==> src/rtl/adder_pkg.sv <==
// Shared constants and helpers for the pipelined carry-select adder.
// Default width/block size and the block-count helper used at elaboration.
package adder_pkg;

    localparam int ADDER_WIDTH = 16;
    localparam int ADDER_BLOCK = 4;

    function automatic int nblk(input int width, input int block);
        return (block > 0) ? width / block : 1;
    endfunction

endpackage

==> src/rtl/csel_block.sv <==
// One carry-select slice: both candidate sums and carries for a block.
// Ports: a/b block operands; sum0/c0 assume carry-in 0, sum1/c1 carry-in 1.
module csel_block #(
    parameter int BLOCK = 4
) (
    input  logic [BLOCK-1:0] a,
    input  logic [BLOCK-1:0] b,
    output logic [BLOCK-1:0] sum0,
    output logic [BLOCK-1:0] sum1,
    output logic             c0,
    output logic             c1
);

    assign {c0, sum0} = {1'b0, a} + {1'b0, b};
    assign {c1, sum1} = {1'b0, a} + {1'b0, b} + {{BLOCK{1'b0}}, 1'b1};

endmodule

==> src/rtl/pipe_csel_adder.sv <==
// Pipelined carry-select adder/subtractor, one block per stage, valid/ready.
// Ports: Clk, Reset_n; in_valid/in_ready a b cin sub; out_valid/out_ready sum cout ovf.
module pipe_csel_adder
    import adder_pkg::*;
#(
    parameter int WIDTH = ADDER_WIDTH,
    parameter int BLOCK = ADDER_BLOCK
) (
    input  logic             Clk,
    input  logic             Reset_n,
    input  logic             in_valid,
    output logic             in_ready,
    input  logic [WIDTH-1:0] a,
    input  logic [WIDTH-1:0] b,
    input  logic             cin,
    input  logic             sub,
    output logic             out_valid,
    input  logic             out_ready,
    output logic [WIDTH-1:0] sum,
    output logic             cout,
    output logic             ovf
);

    localparam int NBLK = nblk(WIDTH, BLOCK);
    localparam int MSB  = WIDTH - 1;

    if (BLOCK < 1) begin : g_bad_block
        $fatal(1, "pipe_csel_adder: BLOCK must be >= 1");
    end else if (WIDTH % BLOCK != 0) begin : g_bad_width
        $fatal(1, "pipe_csel_adder: WIDTH must be a multiple of BLOCK");
    end

    // Slot 0 is the operand capture register; slot k+1 is stage k's output.
    logic [NBLK:0]    v_q;
    logic [NBLK-1:0]  c_q;
    logic [NBLK-1:0]  c_d;
    logic [WIDTH-1:0] opa_q [NBLK];
    logic [WIDTH-1:0] opb_q [NBLK];
    logic [WIDTH-1:0] s_q   [NBLK];
    logic [WIDTH-1:0] s_d   [NBLK];
    logic             cout_q;
    logic             ovf_q;
    logic             ovf_d;
    logic             en;

    assign en        = !(v_q[NBLK] && !out_ready);
    assign in_ready  = en;
    assign out_valid = v_q[NBLK];
    assign sum       = s_q[NBLK-1];
    assign cout      = cout_q;
    assign ovf       = ovf_q;

    for (genvar k = 0; k < NBLK; k++) begin : g_stage
        localparam int LO = k * BLOCK;
        logic [BLOCK-1:0] s0;
        logic [BLOCK-1:0] s1;
        logic             c0;
        logic             c1;

        csel_block #(.BLOCK(BLOCK)) u_blk (
            .a    (opa_q[k][LO +: BLOCK]),
            .b    (opb_q[k][LO +: BLOCK]),
            .sum0 (s0),
            .sum1 (s1),
            .c0   (c0),
            .c1   (c1)
        );

        assign c_d[k] = c_q[k] ? c1 : c0;

        // Bits above the finished blocks stay zero, so OR merges the slice.
        if (k == 0) begin : g_first
            assign s_d[k] = WIDTH'(c_q[k] ? s1 : s0);
        end else begin : g_rest
            assign s_d[k] = s_q[k-1] | (WIDTH'(c_q[k] ? s1 : s0) << LO);
        end
    end

    // Carry into the MSB equals a^b^sum at that bit.
    assign ovf_d = opa_q[NBLK-1][MSB] ^ opb_q[NBLK-1][MSB]
                 ^ s_d[NBLK-1][MSB] ^ c_d[NBLK-1];

    always_ff @(posedge Clk or negedge Reset_n) begin
        if (!Reset_n) begin
            v_q    <= '0;
            c_q    <= '0;
            cout_q <= 1'b0;
            ovf_q  <= 1'b0;
            for (int k = 0; k < NBLK; k++) begin
                opa_q[k] <= '0;
                opb_q[k] <= '0;
                s_q[k]   <= '0;
            end
        end else if (en) begin
            v_q      <= {v_q[NBLK-1:0], in_valid};
            opa_q[0] <= a;
            opb_q[0] <= sub ? ~b : b;
            c_q[0]   <= sub | cin;
            for (int k = 1; k < NBLK; k++) begin
                opa_q[k] <= opa_q[k-1];
                opb_q[k] <= opb_q[k-1];
                c_q[k]   <= c_d[k-1];
            end
            for (int k = 0; k < NBLK; k++) begin
                s_q[k] <= s_d[k];
            end
            cout_q <= c_d[NBLK-1];
            ovf_q  <= ovf_d;
        end
    end

endmodule
==> config.mk <==
export PLATFORM = sky130hd
export DESIGN_NAME = pipe_csel_adder
export DESIGN_NICKNAME = d
export VERILOG_FILES = /design/src/rtl/adder_pkg.sv /design/src/rtl/csel_block.sv /design/src/rtl/pipe_csel_adder.sv
export SDC_FILE = /design/constraint.sdc
export NUM_CORES = 1
export LEC_CHECK = 0
export ABC_CLOCK_PERIOD_IN_PS = 2540
export BUFFER_PORTS_ARGS = -buffer_cell sky130_fd_sc_hd__buf_2
export CAP_MARGIN = 20
export CORE_MARGIN = 2
export CORE_UTILIZATION = 55
export DETAILED_ROUTE_END_ITERATION = 10
export PLACE_DENSITY = 0.75
export RECOVER_POWER = 100
export SLEW_MARGIN = 25
export SYNTH_ARGS = -nofsm -noshare
export SYNTH_HDL_FRONTEND = slang
export SYNTH_SLANG_ARGS = --single-unit
==> constraint.sdc <==
create_clock -name Clk -period 2.54 [get_ports Clk]
set_input_delay 0.381 -clock Clk [delete_from_list [all_inputs] [get_ports Clk]]
set_output_delay 0.381 -clock Clk [all_outputs]
set_load 0.005 [all_outputs]
==> reports/qor.csv, run 1 <==
metric;value;unit
outcome;finished, final reports clean;
Final setup viols;0;
core area;10300;sq um
H-tree Lvls;4;
Hold Path Depth;3;
crit path DAT;2.78;ns
# DRC;0;
buffer depth of the longest clock path;2;
syn avg cell area;9.16;sq um
multi-input logic area;2350;sq um
Critical Path RT;2.96;ns
ANT cells;0;
min-delay worst type;input port to flop;
die area;11300;sq um
# clock sinks;131;
sequential share of the synthesized area;56.8;%
cells on worst reg2reg path;7;
gr ovfl total;0;
largest net degree at the start of global routing;149;
antenna viol nets, final;0;
number of global-route vias before repair;4065;
Initial DRC Count;179;
# fillers;868;
Area Overhead vs Synth;17.5;%
DPL Wire Length;6.54;mm
Worst R2R End;ovf;
Die Y;106;um
Slew headroom;2.62;%
post-CTS setup buffers;0;
Core Util, Final;65.9;%
VDD IR max;0.635;mV
cells after synthesis;630;
first-pass GRT wire length;18.5;mm
Global Route Usage Sum;20.6;%
PostCTS Resize Cnt;0;
Yosys cell types;33;
Vias/cell;5.05;
Worst R2R Setup Slack;0.18;ns
worst-margin pin slew;1.46;ns
worst hold endpoint;opa_q[52];
CTS tree;done;
Syn Std Cell Area;5770;sq um
Die W;106;um
number of max-cap violations;0;
clk_skew;0.00549;ns
Site Rows;37;
routability cong.;0.824;
post-route clock period utilization;93.0;%
via count;4174;
Synth Register Bits;131;
Skew-Pair Late Insertion Delay;0.52;ns
Final nets;741;
Leak Pwr;3.50;nW
fmax;423;MHz
net count after synthesis;692;
Clk pin slew, worst setup/hold paths;0.06;ns
max-slew violation count;0;
worst setup path class;flop to flop;
TritonRoute pass-1 iters;5;
Ports;58;
crit path time final;2.36;ns
Buffers on Ports;57;
Pwr Density;1390;nW/um^2
final hold viol count;0;
number of buffers created by CTS;17;
clock root cell;clkbuf_8;
register area;3280;sq um
wire per inst;12.7;um
RSZ-0062 raised after global routing;no;
r2r startpoint;opb_q[12];
Crit. End Element;flop;
share of layout cells above drive strength 1;13.0;%
beginning of the critical path;opb_q[12];
Initial Util;56.1;%
hold path start;a[4];
final WL;10.5;mm
Setup crit start kind;flop;
initial antenna violation count;0;
Yosys Warn Count;0;
setup_tns;0;ns
worst-path fanout max;3;
[report_power, final]
part / internal (mW) / switching, mW
clock network: 1.61 / 0.859
logic: 1.44 / 1.90
registers: 3.03 / 0.564
[timing repair]
| item | in CTS | in global routing |
|---|---|---|
| hold buffers | 1 | 0 |
| endpoints found under the hold margin | 51 | 0 |
| setup endpoints to repair | 0 | 0 |
[registers in the layout, indices dropped and copies added (netlist names)]
signal  cells
opb_q      40
c_q         4
ovf         1
s_q        24
v_q         5
opa_q      40
cout        1
sum        16
[synthesized netlist by cell type (all sizes together)]
cell type    n  area (sq um)
a31oi        1          6.26
xnor2       24           210
nand2b       1          6.26
nor3         3          15.0
nor2        11          41.3
o2111ai      1          8.76
inv          2          7.50
a21oi       16          80.1
o32a         1          10.0
o31ai        1          12.5
nand4        4          25.0
a21boi       1          7.51
fa           4          80.1
nand2      312          1170
mux2i        4          40.0
nand3        3          15.0
nor2b        1          6.26
buf          6          23.8
a41oi        3          26.3
a211oi       1          7.51
and3b        1          8.76
nor4b        3          26.3
dfrtp      131          3280
xor2         9          86.3
ha          20           250
clkbuf      29           110
o21ai       27           135
a21o        10          75.1
[worst max path at each step]
stage,endpoint,slack [ns],cells after the start
final,ovf,0.18,7
after global routing,ovf,0.07,7
after CTS,ovf,0.19,7
after detailed placement,ovf,0.20,7
after global placement,ovf,0.31,7
after floorplan,ovf,0.36,7
[critical path, cell delays in order (launching register included)]
cell	delay, ns
dfrtp_1	0.38
ha_1	0.24
fa_1	0.53
ha_1	0.19
o2111ai_1	0.14
o32a_1	0.40
and3b_1	0.21
o31ai_2	0.17
[metrics by stage]
| stage | hold slack [ns] | setup slack, ns | total power, mW | instance area [sq um] | std cells |
|---|---|---|---|---|---|
| final | 0.0563 | 0.178 | 9.41 | 6780 | 827 |
| after global routing | 0.0452 | 0.0672 | 10.2 | 6780 | 827 |
| after CTS | 0.0385 | 0.186 | 9.53 | 6820 | 827 |
| after detailed placement | 0.350 | 0.195 | 6.98 | 6200 | 795 |
| after floorplan | 0.0854 | 0.359 | 6.09 | 5770 | 630 |
| after global placement | 0.349 | 0.311 | 6.75 | 6200 | 795 |
[cells by family (layout without fill, tap and decap cells)]
logic type	count (synthesis)	after routing	share of synthesized area (%)
DFF	131	131	56.8
xor gates and xnor gates	33	33	5.14
adders and majority gates	24	24	5.72
muxes	4	4	0.694
buffers and inverters	37	98	2.45
AOI/OAI and AO/OA	62	62	6.40
and+or+nand+nor	339	339	22.8
[layer usage]
metal	global-route usage, %	vias up	routed length [um]
li1	-	2098	-
met1	27.5	1990	4940
met2	32.8	77	5040
met3	6.38	9	390
met4	6.22	0	109
met5	0	-	0
[final cells by class]
cell class | count | share of cell area [%]
clock inverters | 9 | 1.86
multi-input cells | 462 | 34.7
well taps | 136 | 2.51
repair buffers | 65 | 5.32
flip-flops and latches | 131 | 48.4
clock buffers | 22 | 7.13
inverters | 2 | 0.129
[layout by cell type, fill, tap and decap left out, drive strengths merged]
| cell | instances |
|---|---|
| o32a | 1 |
| dlygate4sd3 | 1 |
| xor2 | 9 |
| buf | 53 |
| clkinvlp | 1 |
| a21boi | 1 |
| ha | 20 |
| a31oi | 1 |
| bufinv | 3 |
| nor2b | 1 |
| xnor2 | 24 |
| o31ai | 1 |
| nor3 | 3 |
| o2111ai | 1 |
| nand4 | 4 |
| nor4b | 3 |
| a21o | 10 |
| nand3 | 3 |
| a21oi | 16 |
| mux2i | 4 |
| o21ai | 27 |
| a211oi | 1 |
| nor2 | 11 |
| clkinv | 6 |
| a41oi | 3 |
| dfrtp | 131 |
| inv | 1 |
| and3b | 1 |
| clkbuf | 33 |
| nand2 | 312 |
| nand2b | 1 |
| fa | 4 |
Power figures use the tool's default switching activity.
==> run 2: changes to the inputs <==
--- a/config.mk
+++ b/config.mk
@@ -11,7 +11,7 @@
 export CORE_MARGIN = 2
 export CORE_UTILIZATION = 55
 export DETAILED_ROUTE_END_ITERATION = 10
-export PLACE_DENSITY = 0.75
+export PLACE_DENSITY_LB_ADDON = 0.1
 export RECOVER_POWER = 100
 export SLEW_MARGIN = 25
 export SYNTH_ARGS = -nofsm -noshare
==> run 2 against run 1 <==
Effect of this change: the run now ends with max-capacitance violations, max-slew violations left; core utilization increased by 0.33 points; wire length fell by 3.0%; critical path depth unchanged; largest power group unchanged; clock skew grew 0.0015 ns.
==> reports/qor.csv, run 2 (synthesized netlist as in run 1, its figures left out) <==
metric;value;unit;change
switch share;35.0;%;was 35.3%
Final nets;741;;unchanged
TritonRoute pass-1 iters;4;;was 5
most frequent cells in the layout;nand2_1 (312), dfrtp_1 (131), buf_2 (51);;was nand2_1 (312), dfrtp_1 (131), buf_2 (48)
fmax;421;MHz;was 423 MHz
buffer depth of the longest clock path;2;;unchanged
most common cell after layout, fill and taps aside;nand2_1;;unchanged
outcome;finished, violations left;;was finished, final reports clean
pre-CTS setup slack;0.193;ns;was 0.195 ns
max-slew violation count;67;;was 0
first-pass GRT wire length;18.8;mm;was 18.5 mm
combinational power share;35.0;%;was 35.5%
min-delay worst type;input port to flop;;unchanged
# DRC;0;;unchanged
Crit. End Element;flop;;unchanged
hold path start;a[4];;unchanged
largest net degree at the start of global routing;149;;unchanged
Die Y;106;um;unchanged
CTS tree;done;;unchanged
initial antenna violation count;0;;unchanged
placed cell areas;6200;sq um;unchanged
clk_skew;0.00699;ns;was 0.00549 ns
wire per inst;12.3;um;was 12.7 um
number of max-cap violations;1;;was 0
crit path time final;2.38;ns;was 2.36 ns
Post-Layout Inst Area;6810;sq um;was 6780 sq um
Regs by FF count;opa_q (40), opb_q (40), s_q (24);;unchanged
r2r startpoint;opb_q[12];;unchanged
Site Rows;37;;unchanged
final WL;10.2;mm;was 10.5 mm
final hold viol count;0;;unchanged
setup_tns;0;ns;unchanged
post-route clock period utilization;93.5;%;was 93.0%
via count;4092;;was 4,174
Hold Path Depth;3;;unchanged
worst-path fanout max;3;;unchanged
Final Non-Filler Cells;828;;was 827
Slew headroom;-9.37;%;was 2.62%
share of layout cells above drive strength 1;13.7;%;was 13.0%
Initial DRC Count;219;;was 179
P_sw;3.32;mW;about the same
Pwr Density;1390;nW/um^2;about the same
Worst R2R End;ovf;;unchanged
Core Util, Final;66.3;%;was 65.9%
Final setup viols;0;;unchanged
Placed Cells;795;;unchanged
Flop pwr share;38.0;%;was 38.2%
Int Pwr;6.15;mW;was 6.09 mW
worst-margin pin slew;1.64;ns;was 1.46 ns
largest stage delay on the critical path;0.55;ns;was 0.53 ns
Final WS setup;0.165;ns;was 0.178 ns
core area;10300;sq um;unchanged
number of global-route vias before repair;4171;;was 4,065
VDD IR max;0.596;mV;was 0.635 mV
Critical Path RT;2.95;ns;was 2.96 ns
Vias/cell;4.94;;was 5.05
Ports;58;;unchanged
multi-input logic area;2360;sq um;was 2350 sq um
Skew-Pair Late Insertion Delay;0.51;ns;was 0.52 ns
Area Overhead vs Synth;18.0;%;was 17.5%
Global Route Usage Sum;20.8;%;was 20.6%
Setup crit start kind;flop;;unchanged
ANT cells;0;;unchanged
Worst R2R Setup Slack;0.16;ns;was 0.18 ns
Leak Pwr;3.52;nW;was 3.50 nW
# clock sinks;131;;unchanged
failing checks;max-capacitance violations, max-slew violations;;
most used cell along the critical path;ha_1;;unchanged
Clk pin slew, worst setup/hold paths;0.06;ns;about the same
worst hold endpoint;opa_q[52];;unchanged
Initial Util;56.1;%;unchanged
register area;3280;sq um;unchanged
critical path, cell by cell;ha_1 > fa_1 > ha_1 > o2111ai_1 > o32a_1 > and3b_1 > o31ai_2;;unchanged
clock root cell;clkbuf_8;;unchanged
RSZ-0062 raised after global routing;no;;unchanged
# fillers;864;;was 868
antenna viol nets, final;0;;unchanged
routability cong.;0.792;;was 0.824
CP bufs+invs;0;;unchanged
die area;11300;sq um;unchanged
crit-path leading delay family;adder cells;;unchanged
Die W;106;um;unchanged
Buffers on Ports;57;;unchanged
DPL Wire Length;6.42;mm;was 6.54 mm
gr ovfl total;0;;unchanged
cells on worst reg2reg path;7;;unchanged
number of buffers created by CTS;17;;unchanged
worst setup path class;flop to flop;;unchanged
crit path DAT;2.79;ns;was 2.78 ns
slowest CP cell;fa_1;;unchanged
H-tree Lvls;4;;unchanged
Clk pwr share;27.1;%;was 26.3%
[run 2: changes by cell type in the layout (fill, tap and decap cells not counted), moves of 2 or more]
cell	before	now
inv_6	0	2
buf_2	48	51
clkbuf_8	6	4
clkbuf_1	8	5
[run 2: routing by layer]
layer  share of wire [%]  wire (um)  vias to the layer above  global-route usage (%)
met4                0.82         83                        0                    8.35
met3                 3.7        381                        6                    4.78
met5                   0          0                        -                       0
met1                  49       4960                     1900                    28.0
met2                  47       4740                       72                    32.8
li1                    -          -                     2114                       -
[run 2: worst max path at each step]
stage / startpoint / depth (start not counted) / to / slack, ns
after floorplan: opb_q[12] / 7 / ovf / 0.36
after global placement: opb_q[12] / 7 / ovf / 0.31
after detailed placement: opb_q[12] / 7 / ovf / 0.19
after CTS: opb_q[12] / 7 / ovf / 0.18
after global routing: opb_q[12] / 7 / ovf / 0.04
final: opb_q[12] / 7 / ovf / 0.16
[run 2: worst reg2reg max path, stage by stage (launching register included)]
cell	delay [ns]
dfrtp_1	0.39
ha_1	0.25
fa_1	0.55
ha_1	0.19
o2111ai_1	0.14
o32a_1	0.39
and3b_1	0.20
o31ai_2	0.17
[run 2: cell type report]
type                            count  share of cell area [%]
Clock buffer                       20                    6.69
Clock inverter                     12                    2.59
Inverter                            2                   0.129
Multi-Input combinational cell    462                    34.6
Sequential cell                   131                    48.1
Tap cell                          136                    2.50
Timing Repair Buffer               65                    5.35
[run 2: stage by stage]
| stage | total power [mW] | hold slack [ns] |
|---|---|---|
| finish | 9.47 | 0.0632 |
| CTS | 9.63 | 0.0328 |
| global route | 10.3 | 0.0610 |
| global placement | 6.78 | 0.418 |
| floorplan | 6.09 | 0.0854 |
| detailed placement | 6.99 | 0.420 |
[run 2: power by group through the flow]
stage          registers, mW  logic (mW)  clock network, mW
2_1_floorplan           3.47        2.62                  0
3_3_place_gp            3.57        3.21                  0
3_5_place_dp            3.62        3.36                  0
4_1_cts                 3.60        3.41               2.62
5_1_grt                 3.72        3.89               2.71
6_report                3.60        3.31               2.57
[run 2: repair_timing]
action                                 4_1_cts  5_1_grt
resized for setup                            0        0
buffers inserted                             0        0
hold buffers                                 1        0
endpoints found under the hold margin       65        0
